--- src/rtl/batcharger_pkg.sv ---
// -----------------------------------------------------------------------------
// batcharger_pkg
// Shared definitions for the battery charger measurement sequencer:
//   - channel encodings on the ADC mux (CH_V, CH_I, CH_T; 2'd3 is unused)
//   - sequencer FSM state type
//   - small helpers for channel enable lookup and round-robin succession
// -----------------------------------------------------------------------------
package batcharger_pkg;

    localparam logic [1:0] CH_V = 2'd0;
    localparam logic [1:0] CH_I = 2'd1;
    localparam logic [1:0] CH_T = 2'd2;

    typedef enum logic [1:0] {
        ST_IDLE    = 2'd0,
        ST_SELECT  = 2'd1,
        ST_CONVERT = 2'd2,
        ST_STORE   = 2'd3
    } state_t;

    // mon = {tmonen, imonen, vmonen}
    function automatic logic ch_enabled(input logic [1:0] ch, input logic [2:0] mon);
        case (ch)
            CH_V:    return mon[0];
            CH_I:    return mon[1];
            CH_T:    return mon[2];
            default: return 1'b0;
        endcase
    endfunction

    // V -> I -> T -> V
    function automatic logic [1:0] rr_succ(input logic [1:0] ch);
        return (ch == CH_V) ? CH_I : (ch == CH_I) ? CH_T : CH_V;
    endfunction

endpackage

--- src/rtl/batcharger_meas_seq_if.sv ---
// -----------------------------------------------------------------------------
// batcharger_meas_seq_if
// Shared 8-bit ADC bus between the measurement sequencer and the converter.
//   adc_sel   : mux select (sequencer -> ADC)
//   adc_start : single-cycle conversion start (sequencer -> ADC)
//   adc_done  : single-cycle conversion complete (ADC -> sequencer)
//   adc_data  : result, valid only while adc_done is high (ADC -> sequencer)
// Modports: master = sequencer side, slave = ADC side.
// -----------------------------------------------------------------------------
interface batcharger_meas_seq_if;

    logic [1:0] adc_sel;
    logic       adc_start;
    logic       adc_done;
    logic [7:0] adc_data;

    modport master (output adc_sel, output adc_start, input adc_done, input adc_data);
    modport slave  (input adc_sel, input adc_start, output adc_done, output adc_data);

endinterface

--- src/rtl/batcharger_rr_pick.sv ---
// -----------------------------------------------------------------------------
// batcharger_rr_pick
// Combinational round-robin channel selector. Starting after last_ch, returns
// the first channel (V -> I -> T order) whose monitor enable is high.
//   last_ch in 2 : last serviced channel
//   vmonen, imonen, tmonen in 1 : channel enables
//   next_ch out 2 : chosen channel (CH_V when nothing is enabled)
//   any out 1     : at least one channel is enabled
// -----------------------------------------------------------------------------
module batcharger_rr_pick
    import batcharger_pkg::*;
(
    input  logic [1:0] last_ch,
    input  logic       vmonen,
    input  logic       imonen,
    input  logic       tmonen,
    output logic [1:0] next_ch,
    output logic       any
);

    logic [1:0] cand;

    always_comb begin
        // NOTE: every variable gets a default before any branch so no latch is inferred.
        next_ch = CH_V;
        any     = 1'b0;
        cand    = last_ch;
        for (int k = 0; k < 3; k++) begin
            cand = rr_succ(cand);
            if (!any && ch_enabled(cand, {tmonen, imonen, vmonen})) begin
                next_ch = cand;
                any     = 1'b1;
            end
        end
    end

endmodule

--- src/rtl/batcharger_meas_seq.sv ---
// -----------------------------------------------------------------------------
// batcharger_meas_seq
// Time-multiplexes the V/I/T monitor requests onto one shared 8-bit ADC and
// keeps registered codes plus per-channel valid flags.
// Parameters:
//   SETTLE  (1..255) : cycles the mux is held on a channel before adc_start
//   TIMEOUT (1..255) : cycles to wait for adc_done after adc_start
// Ports:
//   clk, rst                 : clock, synchronous active-high reset
//   en                       : sequencer enable
//   vmonen, imonen, tmonen   : channel requests
//   adc (master modport)     : adc_sel / adc_start / adc_done / adc_data
//   vbat, ibat, tbat         : registered codes
//   vtok                     : voltage and temperature samples both valid
//   adc_err                  : sticky conversion timeout flag
// Build option: BATCHARGER_MEAS_AVG_EN -- two conversions per channel visit,
// stored code is their truncated average.
// -----------------------------------------------------------------------------
module batcharger_meas_seq
    import batcharger_pkg::*;
#(
    parameter int unsigned SETTLE  = 4,
    parameter int unsigned TIMEOUT = 255
) (
    input  logic                         clk,
    input  logic                         rst,
    input  logic                         en,
    input  logic                         vmonen,
    input  logic                         imonen,
    input  logic                         tmonen,
    batcharger_meas_seq_if.master        adc,
    output logic [7:0]                   vbat,
    output logic [7:0]                   ibat,
    output logic [7:0]                   tbat,
    output logic                         vtok,
    output logic                         adc_err
);

    state_t     state_q, state_d;
    logic [1:0] chan_q, last_q;
    logic [7:0] settle_q, tmo_q, data_q;
    logic       start_q, drop_q;
    logic [2:0] ok_q;               // indexed by channel code
    logic [1:0] pick_ch;
    logic       pick_any;
    logic [2:0] mon;
    logic       ch_en, done_ok;
    logic       pick_load, start_d, capture, timeout, store;
`ifdef BATCHARGER_MEAS_AVG_EN
    logic       second_q, first_cap;
    logic [7:0] first_q;
    logic [8:0] sum;
`endif

    assign mon       = {tmonen, imonen, vmonen};
    assign ch_en     = ch_enabled(chan_q, mon);
    // A done that coincides with the start pulse belongs to no conversion.
    assign done_ok   = adc.adc_done && !start_q;
    assign adc.adc_sel   = chan_q;
    assign adc.adc_start = start_q;
    assign vtok      = en & ok_q[CH_V] & ok_q[CH_T];

    batcharger_rr_pick u_rr_pick (
        .last_ch (last_q),
        .vmonen  (vmonen),
        .imonen  (imonen),
        .tmonen  (tmonen),
        .next_ch (pick_ch),
        .any     (pick_any)
    );

    always_ff @(posedge clk) begin
        if (rst) state_q <= ST_IDLE;
        else     state_q <= state_d;
    end

    always_comb begin
        state_d   = state_q;
        pick_load = 1'b0;
        start_d   = 1'b0;
        capture   = 1'b0;
        timeout   = 1'b0;
        store     = 1'b0;
`ifdef BATCHARGER_MEAS_AVG_EN
        first_cap = 1'b0;
`endif
        case (state_q)
            ST_IDLE: begin
                if (en && pick_any) begin
                    pick_load = 1'b1;
                    state_d   = ST_SELECT;
                end
            end
            ST_SELECT: begin
                if (settle_q <= 8'd1) begin
                    start_d = 1'b1;
                    state_d = ST_CONVERT;
                end
            end
            ST_CONVERT: begin
                if (done_ok) begin
`ifdef BATCHARGER_MEAS_AVG_EN
                    if (!second_q) begin
                        first_cap = 1'b1;
                        start_d   = 1'b1;     // second conversion, no re-settle
                    end else begin
                        capture = 1'b1;
                        state_d = ST_STORE;
                    end
`else
                    capture = 1'b1;
                    state_d = ST_STORE;
`endif
                end else if (tmo_q <= 8'd1) begin
                    timeout = 1'b1;
                    state_d = ST_IDLE;
                end
            end
            ST_STORE: begin
                store   = 1'b1;
                state_d = ST_IDLE;
            end
            default: state_d = ST_IDLE;
        endcase
        // Disable overrides everything: codes hold, nothing is started or stored.
        if (!en) begin
            state_d   = ST_IDLE;
            pick_load = 1'b0;
            start_d   = 1'b0;
            capture   = 1'b0;
            timeout   = 1'b0;
            store     = 1'b0;
`ifdef BATCHARGER_MEAS_AVG_EN
            first_cap = 1'b0;
`endif
        end
    end

`ifdef BATCHARGER_MEAS_AVG_EN
    assign sum = {1'b0, first_q} + {1'b0, adc.adc_data};
`endif

    always_ff @(posedge clk) begin
        if (rst) begin
            chan_q   <= CH_V;
            last_q   <= CH_T;     // so the first candidate after reset is V
            settle_q <= 8'd0;
            tmo_q    <= 8'd0;
            data_q   <= 8'h00;
            start_q  <= 1'b0;
            drop_q   <= 1'b0;
            vbat     <= 8'h00;
            ibat     <= 8'h00;
            tbat     <= 8'h00;
            adc_err  <= 1'b0;
            ok_q     <= 3'b000;
`ifdef BATCHARGER_MEAS_AVG_EN
            second_q <= 1'b0;
            first_q  <= 8'h00;
`endif
        end else begin
            // NOTE: non-blocking assignments so every register sees pre-edge values.
            start_q <= start_d;

            if (pick_load) begin
                chan_q   <= pick_ch;
                last_q   <= pick_ch;
                settle_q <= 8'(SETTLE);
            end else if (state_q == ST_SELECT) begin
                settle_q <= settle_q - 8'd1;
            end

            if (start_d)                    tmo_q <= 8'(TIMEOUT);
            else if (state_q == ST_CONVERT) tmo_q <= tmo_q - 8'd1;

            // Remember if the in-flight channel lost its enable at any point.
            if (pick_load)
                drop_q <= 1'b0;
            else if ((state_q inside {ST_SELECT, ST_CONVERT}) && !ch_en)
                drop_q <= 1'b1;

`ifdef BATCHARGER_MEAS_AVG_EN
            if (pick_load) second_q <= 1'b0;
            if (first_cap) begin
                first_q  <= adc.adc_data;
                second_q <= 1'b1;
            end
            if (capture) data_q <= sum[8:1];
`else
            if (capture) data_q <= adc.adc_data;
`endif

            if (store) begin
                case (chan_q)
                    CH_V:    vbat <= data_q;
                    CH_I:    ibat <= data_q;
                    default: tbat <= data_q;
                endcase
            end

            if (timeout) adc_err <= 1'b1;

            // Later assignments win: clears take priority over the set.
            for (int c = 0; c < 3; c++) begin
                if (store && chan_q == 2'(c) && ch_en && !drop_q) ok_q[c] <= 1'b1;
                if (timeout && chan_q == 2'(c))                   ok_q[c] <= 1'b0;
                if (!en || !mon[c])                               ok_q[c] <= 1'b0;
            end
        end
    end

endmodule
--- src/flat_wrapper.sv ---
// flat-port wrapper written by rule: the top's interface ports become plain ports
module batcharger_meas_seq_flat import batcharger_pkg::*;
#(
    parameter int unsigned SETTLE  = 4,
    parameter int unsigned TIMEOUT = 255
)
  (clk, rst, en, vmonen, imonen, tmonen, vbat, ibat, tbat, vtok, adc_err, adc_adc_sel, adc_adc_start, adc_adc_done, adc_adc_data);
  batcharger_meas_seq_if adc_i ();
  input  logic clk;
  input  logic rst;
  input  logic en;
  input  logic vmonen;
  input  logic imonen;
  input  logic tmonen;
  output logic [7:0] vbat;
  output logic [7:0] ibat;
  output logic [7:0] tbat;
  output logic vtok;
  output logic adc_err;
  output wire logic [$bits(adc_i.adc_sel)-1:0] adc_adc_sel;
  output wire logic [$bits(adc_i.adc_start)-1:0] adc_adc_start;
  input wire logic [$bits(adc_i.adc_done)-1:0] adc_adc_done;
  input wire logic [$bits(adc_i.adc_data)-1:0] adc_adc_data;
  assign adc_adc_sel = adc_i.adc_sel;
  assign adc_adc_start = adc_i.adc_start;
  assign adc_i.adc_done = adc_adc_done;
  assign adc_i.adc_data = adc_adc_data;
  batcharger_meas_seq #(.SETTLE(SETTLE), .TIMEOUT(TIMEOUT)) u_core (.clk(clk), .rst(rst), .en(en), .vmonen(vmonen), .imonen(imonen), .tmonen(tmonen), .adc(adc_i), .vbat(vbat), .ibat(ibat), .tbat(tbat), .vtok(vtok), .adc_err(adc_err));
endmodule
--- config.mk ---
export PLATFORM = sky130hd
export DESIGN_NAME = batcharger_meas_seq_flat
export DESIGN_NICKNAME = d
export VERILOG_FILES = /design/src/rtl/batcharger_pkg.sv /design/src/rtl/batcharger_meas_seq_if.sv /design/src/rtl/batcharger_rr_pick.sv /design/src/rtl/batcharger_meas_seq.sv /design/src/flat_wrapper.sv
export SDC_FILE = /design/constraint.sdc
export NUM_CORES = 1
export LEC_CHECK = 0
export BUFFER_PORTS_ARGS = -buffer_cell sky130_fd_sc_hd__buf_2
export CAP_MARGIN = 40
export CORE_MARGIN = 5
export CORE_UTILIZATION = 45
export DETAILED_ROUTE_END_ITERATION = 6
export GPL_ROUTABILITY_DRIVEN = 0
export PLACE_DENSITY = 0.75
export SYNTH_ARGS = -nofsm -noshare
export SYNTH_HDL_FRONTEND = slang
export SYNTH_HIERARCHICAL = 1
export SYNTH_SLANG_ARGS = --single-unit
--- constraint.sdc ---
create_clock -name clk -period 3.1 [get_ports clk]
set_input_delay 0.155 -clock clk [delete_from_list [all_inputs] [get_ports clk]]
set_output_delay 0.155 -clock clk [all_outputs]
set_load 0.01 [all_outputs]
# Word level (Yosys, flattened, before mapping)
# Index checks and enable logic that the tools add are counted.
dict set report word_totals {
  elab_cells 119
  output_inout_bits 29
  ff_bits 59
  inputBits 15
}
dict set report op_classes {
  addsub 2
  bitwise_logic 4
  order_cmp 2
  n_mux 40
  n_eq_ne 15
  n_reduce_logical 41
}
# operator count
set ops {}
lappend ops {{$mux 2} 13}
lappend ops {{$mux 1} 18}
lappend ops {{$le 8x1->1 const B} 2}
lappend ops {{$mux 8} 2}
lappend ops {{$sub 8x1->8 const B} 2}
lappend ops {{$logic_and 1x1->1} 13}
lappend ops {{$eq 2x1->1 const B} 6}
lappend ops {{$eq 2x2->1 const B} 6}
lappend ops {{$logic_not 2->1} 6}
lappend ops {{$pmux 1 s3} 4}
lappend ops {{$logic_not 1->1} 8}
lappend ops {{$pmux 2 s4} 1}
lappend ops {{$mux 3} 2}
lappend ops {{$reduce_and 2->1} 3}
lappend ops {{$reduce_bool 2->1} 3}
lappend ops {{$reduce_or 2->1} 3}
lappend ops {{$reduce_or 3->1} 2}
lappend ops {{$ne 2x1->1 const B} 2}
lappend ops {{$ne 3x1->1 const B} 1}
lappend ops {{$reduce_and 3->1} 1}
lappend ops {{$and 1x1->1} 2}
lappend ops {{$logic_or 1x1->1} 2}
lappend ops {{$not 1->1} 2}

# Depth between registers and ports, before layout
dict set report depth {
  word_depth 18
  depth_mapped 7
  mapped_depth_nobuf 6
}

# By module
# The synthesis kept the hierarchy.
# module cells_each seq_area_each_um2 area_each_um2 n_inst
set modules_own_cells {}
lappend modules_own_cells {batcharger_meas_seq 281 1161.1 2442.3 1}
lappend modules_own_cells {batcharger_rr_pick 8 0.0 50.0 1}

# Least setup slack after synthesis
# Ideal clock, no wire load.
dict set report synth_timing {
  path_kind {register to register}
  startpoint {register u_core.state_q[0]}
  endpoint {register u_core.tmo_q[5]}
  setup_ps 132
  path_buffers 1
  stages_incl_launch_ff 8
  required_ps 2968
  synth_period_minus_slack_ps 1746
  arrival_ps 1614
  slack_ps 1354
  path_cell_list {dfxtp_1 > inv_1 > ha_1 > buf_2 > or3b_2 > nor4_1 > xnor2_1 > a21oi_1}
}
dict set report synth_via {
  elab_chain_cells 4
  word_cells_on_any_way 6
  cone_classes {2 x eq/ne; 3 x mux; 1 x reduce/logical}
}
# element line_no
set synth_rtl {}
lappend synth_rtl {{start: declaration} batcharger_meas_seq.sv:39} ;# state_t state_q, state_d;
lappend synth_rtl {{start signal: assignment} batcharger_meas_seq.sv:74} ;# else state_q <= state_d;
lappend synth_rtl {{$eq 2x1->1} batcharger_meas_seq.sv:87} ;# case (state_q)
lappend synth_rtl {{$mux 1} batcharger_meas_seq.sv:87}
lappend synth_rtl {{$mux 1} batcharger_meas_seq.sv:126} ;# if (!en) begin
lappend synth_rtl {{$mux 8 / $reduce_bool 2->1 (equally long branches)} n/a}
lappend synth_rtl {{end signal: assignment} batcharger_meas_seq.sv:173} ;# if (start_d) tmo_q <= 8'(TIMEOUT);
lappend synth_rtl {{end signal: assignment} batcharger_meas_seq.sv:174} ;# else if (state_q == ST_CONVERT) tmo_q <= tmo_q - 8'd1;
lappend synth_rtl {{end: declaration} batcharger_meas_seq.sv:41} ;# logic [7:0] settle_q, tmo_q, data_q;
# Parallel ways exist; a longest one is shown, timed or not.
# A chain may end at the register's enable or synchronous reset.

# Final worst setup path
# Ends and elaborated chain as after synthesis.

==> impl_metrics.py <==
metrics = {
    "cells_and_area": {
        "final_cells": 408,
        "final_area_mm2": 0.002922,
        "drive_above_1_share_pct": 19.94,
        "area_delta_synth_final_pct": 17.22,
        "final_cell_mix": "nand2_1, dfxtp_1, buf_2, a21oi_1, nor2_1",
        "antenna_cells": 0,
        "final_nets": 354,
        "fin_util_pct": 53.72,
    },
    "synthesis": {
        "synth.distinct_cells": 45,
        "synth_area_leaders": "dfxtp_1, nand2_1, a21oi_1",
        "synth-edff-count": 0,
        "synth-seq-cells": 58,
        "syn_area_per_cell_um2": 8.624,
        "postSynthNetCount": 312,
        "postSynthCellCount": 289,
        "ys_seq_area_share_pct": 46.59,
        "async_flop_share_pct": 0,
        "synth_top_area_share_pct": 46.59,
        "synth_flop_cell": "dfxtp_1",
        "yosys.area.top_type": "dfxtp_1",
        "yosysWarnings": 6,
        "syn_area_mm2": 0.002492,
    },
    "power": {
        "p_per_area_mw_per_mm2": 519.7,
        "ir_worst_vdd_mv": 0.3124,
        "leakage_nw": 1.231,
    },
    "hold_path": {
        "min_path_cells": 3,
        "hold_path.class": "in -> reg",
        "hold_end": "u_core/data_q[6]$_SDFFE_PP0P_",
        "hold_path_startpoint": "adc_adc_data[6]",
    },
    "clock_network": {
        "cts.sinks": 58,
        "postCtsResizedCells": 0,
        "cts_tree": "yes",
        "cts_buffers": 9,
        "insertion_delay_ns": 0.33,
        "clk_path_buf_depth": 2,
        "cts_setup_buffers": 0,
        "root_buffer": "clkbuf_8",
        "postCtsHoldBufs": 0,
        "path_clk_slew_ns": 0.07,
        "ctsHtreeMaxLevel": 3,
    },
    "detailed_routing": {
        "totalWireLength_um": 5693,
        "first_pass_iters": 4,
        "remaining_drc_errors": 0,
        "wl_met1_um": 2707,
        "wl_per_cell_um": 13.95,
        "final_antenna_net_count": 0,
        "drt-vias-per-instance": 5.243,
        "drtIter0Drc": 131,
        "highest_layer": "met4",
        "wl_met3_um": 317,
        "vias": 2139,
        "route.met2.wl_um": 2600,
    },
    "sta": {
        "hold_viol": 0,
        "setup_viol": 0,
        "fmax_ghz": 0.5109,
        "rsz0062_at_grt": "false",
        "fin_hold_ws_ns": 0.05242,
        "clock_skew_ns": 0.005998,
        "worstMarginPinSlew_ns": 0.8589,
        "timing.slew.headroom_pct": 42.74,
        "period_share_pct": 63.14,
        "tns_ns": 0,
        "slew_viol_final": 0,
        "min_period_ns": 1.957,
    },
    "job": {
        "cap_violations": 0,
    },
    "die": {
        "die_area_mm2": 0.007127,
        "initial_utilization_pct": 45.82,
        "rows": 27,
        "die_h_um": 84.42,
        "core_mm2": 0.005439,
        "io_pins": 44,
        "die-width_um": 84.42,
    },
    "place": {
        "detailed_place.area_mm2": 0.002750,
        "dp.cells": 392,
        "port_buffers": 43,
        "hpwl_um": 3900,
    },
    "global_route": {
        "grt_pass1_wl_um": 9390,
        "grt_pass1_vias": 1982,
        "grt_overflow": 0,
        "antenna_found_initial": 0,
        "grt_max_degree": 50,
        "grtUsageTotal_pct": 16.59,
    },
    "worst_setup_path": {
        "max_stage_delay_ns": 0.51,
        "cp-end-kind": "flop",
        "worstReg2RegStart": "u_core/state_q[0]$_SDFFE_PP0P_",
        "critical_path_required_ns": 3.28,
        "worst_ep_arrival_time_ns": 2.13,
        "r2r.worst_path.cells": 6,
        "critPathKind": "reg -> reg",
        "r2r_setup_slack_ns": 1.14,
        "crit_path_top_delay_cell": "or3b_2",
        "cp_max_fo": 10,
        "startpoint_type": "flop",
        "path_cells": "inv_1 -> ha_1 -> or3b_2 -> nor4_1 -> xnor2_1 -> a21oi_1",
        "r2r-end": "u_core/tmo_q[5]$_SDFFE_PP0P_",
    },
    "outcome": {
        "outcome": "completed",
    },
}
-- synthesized netlist by cell type, types with 3 or more instances --
master	n
dfxtp_1	58
nand2_1	58
a21oi_1	37
nor2_1	25
inv_1	11
mux2i_1	10
xnor2_1	9
clkbuf_1	8
ha_1	8
nand3_1	7
nand2b_1	5
a31oi_1	3
nor2b_1	3
nor4_1	3
xor2_1	3
-- state kept, by name (all words and copies together) (netlist names) --
register and cells:
u_core/adc.adc_start 1, u_core/drop_q 1, u_core/state_q 2, u_core/tmo_q 8, u_core/last_q 1, u_core/vbat 8
u_core/settle_q 8, u_core/data_q 8, u_core/ibat 8, u_core/adc.adc_sel 2, u_core/tbat 8, u_core/ok_q 2
u_core/adc_err 1
-- critical path: cells and delay by family (launching register included) --
family | cells | cell delay (ns)
flops | 1 | 0.34
xor+xnor | 1 | 0.16
compound gates | 1 | 0.08
simple gates | 2 | 0.76
fa+ha+maj | 1 | 0.36
buf+inv | 1 | 0.11
-- final cells by class --
class,count,area (um2)
clock inverters,5,30.03
clock buffers,11,141.4
inverters,11,41.29
multi-input cells,207,1235
repair buffers,44,222.7
fillers,521,2517
well taps,72,90.09
flip-flops and latches,58,1161
-- report_power, final --
group	leakage [nW]	switching, mW	internal [mW]
clock network	0.0851	0.297	0.307
logic	0.677	0.0742	0.0566
registers	0.469	0.0212	0.763
total	1.23	0.392	1.13
-- stage by stage --
step	worst slack (ns)	total power, mW
final	1.143	1.518
after global routing	0.9277	1.593
after CTS	1.135	1.533
after detailed placement	1.165	0.9298
after global placement	1.206	0.9251
after floorplan	1.354	0.8965
-- layer usage --
| layer | up-vias | global-route usage, % |
|---|---|---|
| met4 | 0 | 6.906 |
| met2 | 47 | 25.18 |
| met1 | 1015 | 21.72 |
| met5 | - | 0 |
| met3 | 5 | 5.496 |
| li1 | 1072 | - |
-- how the worst max path moves through the flow --
stage                              endpoint  cells after the start                           start
5_1_grt        u_core/tmo_q[5]$_SDFFE_PP0P_                      6  u_core/state_q[0]$_SDFFE_PP0P_
2_1_floorplan  u_core/tmo_q[5]$_SDFFE_PP0P_                      7  u_core/state_q[0]$_SDFFE_PP0P_
3_3_place_gp   u_core/tmo_q[5]$_SDFFE_PP0P_                      6  u_core/state_q[0]$_SDFFE_PP0P_
4_1_cts        u_core/tmo_q[5]$_SDFFE_PP0P_                      6  u_core/state_q[0]$_SDFFE_PP0P_
6_report       u_core/tmo_q[5]$_SDFFE_PP0P_                      6  u_core/state_q[0]$_SDFFE_PP0P_
3_5_place_dp   u_core/tmo_q[5]$_SDFFE_PP0P_                      6  u_core/state_q[0]$_SDFFE_PP0P_
-- cell families after synthesis --
logic type	count (synthesis)	synth area share, %
DFF	58	46.59
xor gates and xnor gates	12	4.217
muxes	10	4.016
AOI/OAI and AO/OA	56	14.11
adders and majority gates	8	4.016
and+or+nand+nor	121	23.19
buffers and inverters	24	3.866
Note: power is estimated with default switching activity, not from simulation.
